## config.mk

```make
export PLATFORM = sky130hd
export DESIGN_NAME = dec_hazard_stage
export DESIGN_NICKNAME = d
export VERILOG_FILES = /design/src/rtl/dec_hazard_stage.sv
export SDC_FILE = /design/constraint.sdc
export NUM_CORES = 2
export LEC_CHECK = 0
export BUFFER_PORTS_ARGS = -buffer_cell sky130_fd_sc_hd__buf_2
export CAP_MARGIN = 30
export CORE_UTILIZATION = 56
export DETAILED_ROUTE_END_ITERATION = 16
export PLACE_DENSITY_LB_ADDON = 0.05
export SYNTH_ARGS = -nofsm -noshare
export SYNTH_HDL_FRONTEND = slang
export SYNTH_SLANG_ARGS = --single-unit
export TNS_END_PERCENT = 100
```

## constraint.sdc

```tcl
create_clock -name clk -period 2.5 [get_ports clk]
set_input_delay 0 -clock clk [delete_from_list [all_inputs] [get_ports clk]]
set_output_delay 0 -clock clk [all_outputs]
set_load 0.01 [all_outputs]
```

## src/rtl/dec_hazard_stage.sv

```systemverilog
// Decode stage: IF/ID holding register with valid/ready flow control, register file,
// EX/MEM/WB operand forwarding, load-use / no-forward interlock and branch flush.
module dec_hazard_stage #(
   parameter int XLEN   = 32,
   parameter int NREG   = 32,
   parameter int FWD_EN = 1,
   parameter int CNT_W  = 16,
   localparam int AW    = $clog2(NREG)
) (
   input  logic             clk,
   input  logic             rstn,

   input  logic             if_valid,
   input  logic [31:0]      if_pc,
   input  logic [31:0]      if_inst,
   output logic             id_ready,
   input  logic             flush,

   input  logic             ctl_use1,
   input  logic             ctl_use2,
   input  logic [AW-1:0]    ctl_wa,
   input  logic             ctl_we,

   input  logic             ex_we,
   input  logic             ex_is_load,
   input  logic [AW-1:0]    ex_wa,
   input  logic [XLEN-1:0]  ex_data,

   input  logic             mem_we,
   input  logic [AW-1:0]    mem_wa,
   input  logic [XLEN-1:0]  mem_data,

   input  logic             wb_we,
   input  logic [AW-1:0]    wb_wa,
   input  logic [XLEN-1:0]  wb_data,

   input  logic             ex_ready,

   output logic             id_valid,
   output logic [31:0]      id_pc,
   output logic [31:0]      id_inst,
   output logic [XLEN-1:0]  id_rd1,
   output logic [XLEN-1:0]  id_rd2,
   output logic [AW-1:0]    id_wa,
   output logic             id_we,
   output logic             hazard,
   output logic [CNT_W-1:0] stall_cnt
);

   logic             vld;
   logic [31:0]      pc_q;
   logic [31:0]      inst_q;
   logic [XLEN-1:0]  rf [NREG];

   logic [AW-1:0]    rs_idx;
   logic [AW-1:0]    rt_idx;
   logic             haz1;
   logic             haz2;
   logic             advance;

   // Source priority: r0, EX, MEM (forwarding builds only), WB bypass, register file.
   function automatic logic [XLEN-1:0] resolve(
      input logic [AW-1:0]   s,
      input logic [XLEN-1:0] rf_val,
      input logic            e_we,
      input logic [AW-1:0]   e_wa,
      input logic [XLEN-1:0] e_data,
      input logic            m_we,
      input logic [AW-1:0]   m_wa,
      input logic [XLEN-1:0] m_data,
      input logic            w_we,
      input logic [AW-1:0]   w_wa,
      input logic [XLEN-1:0] w_data
   );
      if (s == '0)
         return '0;
      if (FWD_EN != 0 && e_we && e_wa == s)
         return e_data;
      if (FWD_EN != 0 && m_we && m_wa == s)
         return m_data;
      if (w_we && w_wa == s)
         return w_data;
      return rf_val;
   endfunction

   function automatic logic src_hazard(
      input logic          used,
      input logic [AW-1:0] s,
      input logic          e_we,
      input logic          e_ld,
      input logic [AW-1:0] e_wa,
      input logic          m_we,
      input logic [AW-1:0] m_wa
   );
      if (!used || s == '0)
         return 1'b0;
      if (FWD_EN != 0)
         return e_we && e_ld && (e_wa == s);
      return (e_we && e_wa == s) || (m_we && m_wa == s);
   endfunction

   assign rs_idx = inst_q[21 +: AW];
   assign rt_idx = inst_q[16 +: AW];

   always_ff @(posedge clk or negedge rstn) begin
      if (!rstn) begin
         for (int i = 0; i < NREG; i++)
            rf[i] <= '0;
      end else if (wb_we && wb_wa != '0) begin
         rf[wb_wa] <= wb_data;
      end
   end

   always_comb begin
      id_rd1 = resolve(rs_idx, rf[rs_idx], ex_we, ex_wa, ex_data,
                       mem_we, mem_wa, mem_data, wb_we, wb_wa, wb_data);
      id_rd2 = resolve(rt_idx, rf[rt_idx], ex_we, ex_wa, ex_data,
                       mem_we, mem_wa, mem_data, wb_we, wb_wa, wb_data);
      haz1   = src_hazard(ctl_use1, rs_idx, ex_we, ex_is_load, ex_wa, mem_we, mem_wa);
      haz2   = src_hazard(ctl_use2, rt_idx, ex_we, ex_is_load, ex_wa, mem_we, mem_wa);
   end

   assign hazard   = vld && (haz1 || haz2);
   assign id_valid = vld && !hazard && !flush;
   assign advance  = !vld || (ex_ready && id_valid);
   assign id_ready = advance || flush;

   assign id_pc   = pc_q;
   assign id_inst = inst_q;
   assign id_wa   = ctl_wa;
   assign id_we   = ctl_we && (ctl_wa != '0);

   // Flush beats everything, including a same-cycle fetch offer.
   always_ff @(posedge clk or negedge rstn) begin
      if (!rstn) begin
         vld    <= 1'b0;
         pc_q   <= '0;
         inst_q <= '0;
      end else if (flush) begin
         vld <= 1'b0;
      end else if (advance) begin
         vld <= if_valid;
         if (if_valid) begin
            pc_q   <= if_pc;
            inst_q <= if_inst;
         end
      end
   end

   // A killed instruction's stall is not counted.
   always_ff @(posedge clk or negedge rstn) begin
      if (!rstn)
         stall_cnt <= '0;
      else if (hazard && !flush && stall_cnt != '1)
         stall_cnt <= stall_cnt + 1'b1;
   end

endmodule

```

==> summary.md <==
| Metric | Value |
|---|---|
| M3 GR Usage | `under 10%` |
| Endpoints failing setup | `~150` |
| Clk_skew | `roughly 0.023 ns` |
| Largest net degree at the start of global routing | `100` |
| Synth Area in Compound Gates | `around 6.7%` |
| Cells on worst reg2reg path | `14` |
| DR WL/cell | `between 30 and 40 um` |
| Worst Path Buf+Inv | `6` |
| Commonest non-fill, non-tap cell in the layout | `mux2_2` |
| Initial antenna violation count | `14` |
| Placed cell count | `between 5000 and 6000` |
| Worst Path Required | `roughly 2.5 ns` |
| GRT met2 Usage | `between 60% and 70%` |
| Least-Margin Pin Slew | `about 0.93 ns` |
| CTS tree | `yes` |
| Skew-Pair Late Insertion Delay | `around 0.73 ns` |
| Root buf cell | `clkbuf_16` |
| Async SR Flop Fraction | `100%` |
| Final Hold Vio Count | `0` |
| Final WL | `roughly 220 mm` |
| CP max stage cell | `mux4_2` |
| Initial core utilization | `approximately 57%` |
| Clk pin slew, worst setup/hold paths | `~0.06 ns` |
| Residual DRC | `0` |
| Post-layout minimum cycle time | `between 3 and 4 ns` |
| WHS Path Cells | `3` |
| Sequential share of the synthesized area | `a little under half` |
| Peak VDD IR | `0.000720 V` |
| Share of cells above drive strength 1 | `roughly 58%` |
| Die Span Y | `327 um` |
| Largest family of logic cells by synthesized area | `multiplexers` |
| Synth cell types | `54` |
| Grt ovf | `0` |
| Area of the multi-input gates | `between 30000 and 40000 sq um` |
| Vias | `approximately 45000` |
| Commonest non-fill, non-tap cells in the layout | `mux2_2, dfrtp_1, mux4_2, buf_2, buf_4` |
| Yosys warnings | `0` |
| Most Crowded Layer GR | `met2` |
| Gr usage total | `between 40% and 50%` |
| Cell Count, Final, Fillers Out | `between 6000 and 7000` |
| Final net count | `between 5000 and 6000` |
| Chip width | `327 um` |
| Clock sink count | `about 1100` |
| First-pass GRT wire length | `between 300 and 400 mm` |
| Rel. slew slack | `a little under two fifths` |
| RSZ-0062 raised after global routing | `true` |
| Kind of critical path | `reg2out` |
| Max Cap Violations | `0` |
| Vias in the first global route | `~45000` |
| Synth Instances | `roughly 4200` |
| Synth Area in Adders | `less than 1%` |
| CTS Buf Count | `roughly 120` |
| Register area | `approximately 28000 sq um` |
| Remaining antenna violation count | `0` |
| Startpoint Class | `register` |
| Port Buffers | `344` |
| Ports | `345` |
| Hold Path Class | `in2reg` |
| Core box area | `104000 sq um` |
| Critical Path AT | `3.38 ns` |
| M1 GR Usage | `a little over half` |
| LEAKAGE | `~33 nW` |
| CP top delay family | `buffers and inverters` |
| Global placer's final weighted congestion | `between 0.9 and 1` |
| Fin crit share | `135%` |
| Dominant synthesized flop cell | `dfrtp_1` |
| Pre-antenna DRT Iters | `8` |
| CTS H-tree depth | `3` |
| Initial DRC Count | `approximately 4800` |
| Worst Path Max Fanout | `8` |
| Failing checks | `setup timing` |
| Status | `complete, but fails checks` |
| Cell row count | `118` |
| #FFs+latches synth | `1105` |
| Setup crit end kind | `output pin` |
| Mapped Nets | `~4400` |
| Mean area per synthesized cell | `13.9 sq um` |
| Area delta synth->final | `27.1%` |
| Xor-xnor portion of the synthesized cell area | `less than 1%` |
| Worst path cell trace | `buf_12, buf_4, buf_12, buf_6, mux4_2, a211oi_1, a21oi_1, buf_4, a221o_1, buf_2` |
| Simple-Gate Fraction of Synth Area | `between 2 and 2.5%` |
| Fill cells | `6967` |
| Fmax | `about 300 MHz` |
| Total power per unit cell area | `845 nW/um^2` |
| Max Slew Vio Count | `0` |
| Pre-CTS setup slack | `-0.647 ns` |
| Die Area | `between 100000 and 150000 sq um` |
| Setup ws final | `-0.880 ns` |
| Clock Tree Buf Depth | `3` |
| Number of synthesized flops with an enable pin | `0` |
| Dpl hpwl | `roughly 130 mm` |
| WP depth | `10` |
| Delay of the slowest critical-path stage | `~0.53 ns` |
| Synthesized area | `59100 sq um` |
| Drt via density | `~7.0` |
| Mux cell area share after synthesis | `between 40% and 50%` |
metal layers:
metal  wire length, um  part of all wire, %
met1             84000                   39
met2             99000                   45
met3             22900                   11
met4             11800                  5.4
met5                13               0.0060
logic make-up after synthesis:
logic type,count (synthesis)
XOR/XNOR,44
adder cells (fa/ha/maj),1
flip-flops,1105
buffers and inverters,487
multiplexers,1744
AO/OA/AOI/OAI,575
AND/OR/NAND/NOR,289
tightest hold or removal path: cells and delay by family:
| family | cells | cell delay (ns) |
|---|---|---|
| buffers and inverters | 2 | 0.61 |
| multiplexers | 1 | 0.11 |
per-stage QoR:
stage	TNS (ns)	power, W	cell area, sq um	utilization, %	hold WS, ns
3_3_place_gp	-40.71	0.0418	65700	63.1	-0.0295
3_5_place_dp	-37.91	0.0422	65700	63.1	-0.0312
6_report	-86.03	0.0634	75100	72.1	0.0376
4_1_cts	-73.09	0.0621	73300	70.5	0.00224
5_1_grt	-93.37	0.0655	75000	72.1	0.0306
2_1_floorplan	-0.481	0.0348	59100	-	-0.296
flip-flops by register name (all words and copies together) (netlist names):
signal,count
stall_cnt,16
rf,1024
vld,1
id_pc,32
id_inst,32
power by group:
part           internal (W)  switching, W
clock network        0.0106       0.00760
logic                0.0115       0.00980
registers            0.0212       0.00265
total                0.0434        0.0200
cell type report:
type                       instances  share of cell area, %
multi-input combinational       2653                   41.7
inverter                           3                 0.0150
tap                             1380                   2.30
timing repair buffer            1049                   13.7
clock inverter                    39                  0.692
antenna                            7                 0.0233
clock buffer                     176                   4.64
sequential                      1105                   36.9
path summary, 6_finish.rpt:
path	slack, ns	end	startpoint
worst max-delay path	-0.88	id_rd2[13]	id_inst[16]$_DFFE_PN0P_
worst min-delay path	0.04	id_pc[10]$_DFFE_PN0P_	if_pc[10]
worst max register to register	-0.66	id_pc[26]$_DFFE_PN0P_	id_inst[16]$_DFFE_PN0P_
worst min register to register	0.40	rf[999]$_DFFE_PN0P_	rf[999]$_DFFE_PN0P_
max in group asynchronous	1.81	rf[19]$_DFFE_PN0P_	rstn
min in group asynchronous	0.06	id_pc[29]$_DFFE_PN0P_	rstn
cell usage after synthesis, types with 49 or more instances:
library cell / instances / share of area (%)
mux2_2: 1103 / 21
o22ai_1: 76 / 0.81
nand3_1: 49 / 0.42
o21ai_0: 65 / 0.55
buf_1: 70 / 0.44
clkbuf_1: 320 / 2.0
nor2_1: 56 / 0.36
nand2_1: 114 / 0.72
mux2i_1: 244 / 4.1
o221ai_1: 64 / 0.95
a21oi_1: 144 / 1.2
mux4_2: 385 / 15
dfrtp_1: 1105 / 47
a22oi_1: 83 / 1.1
buf_2: 79 / 0.67
timing repair:
item / 4_1_cts / 5_1_grt
resized for setup: 328 / 213
pin swaps: 100 / 100
endpoints found under the hold margin: 1890 / 0
cloned: 15 / 16
setup endpoints to repair: 139 / 145
setup buffers: 87 / 65
hold buffers: 108 / 0
Power figures use the tool's default switching activity.
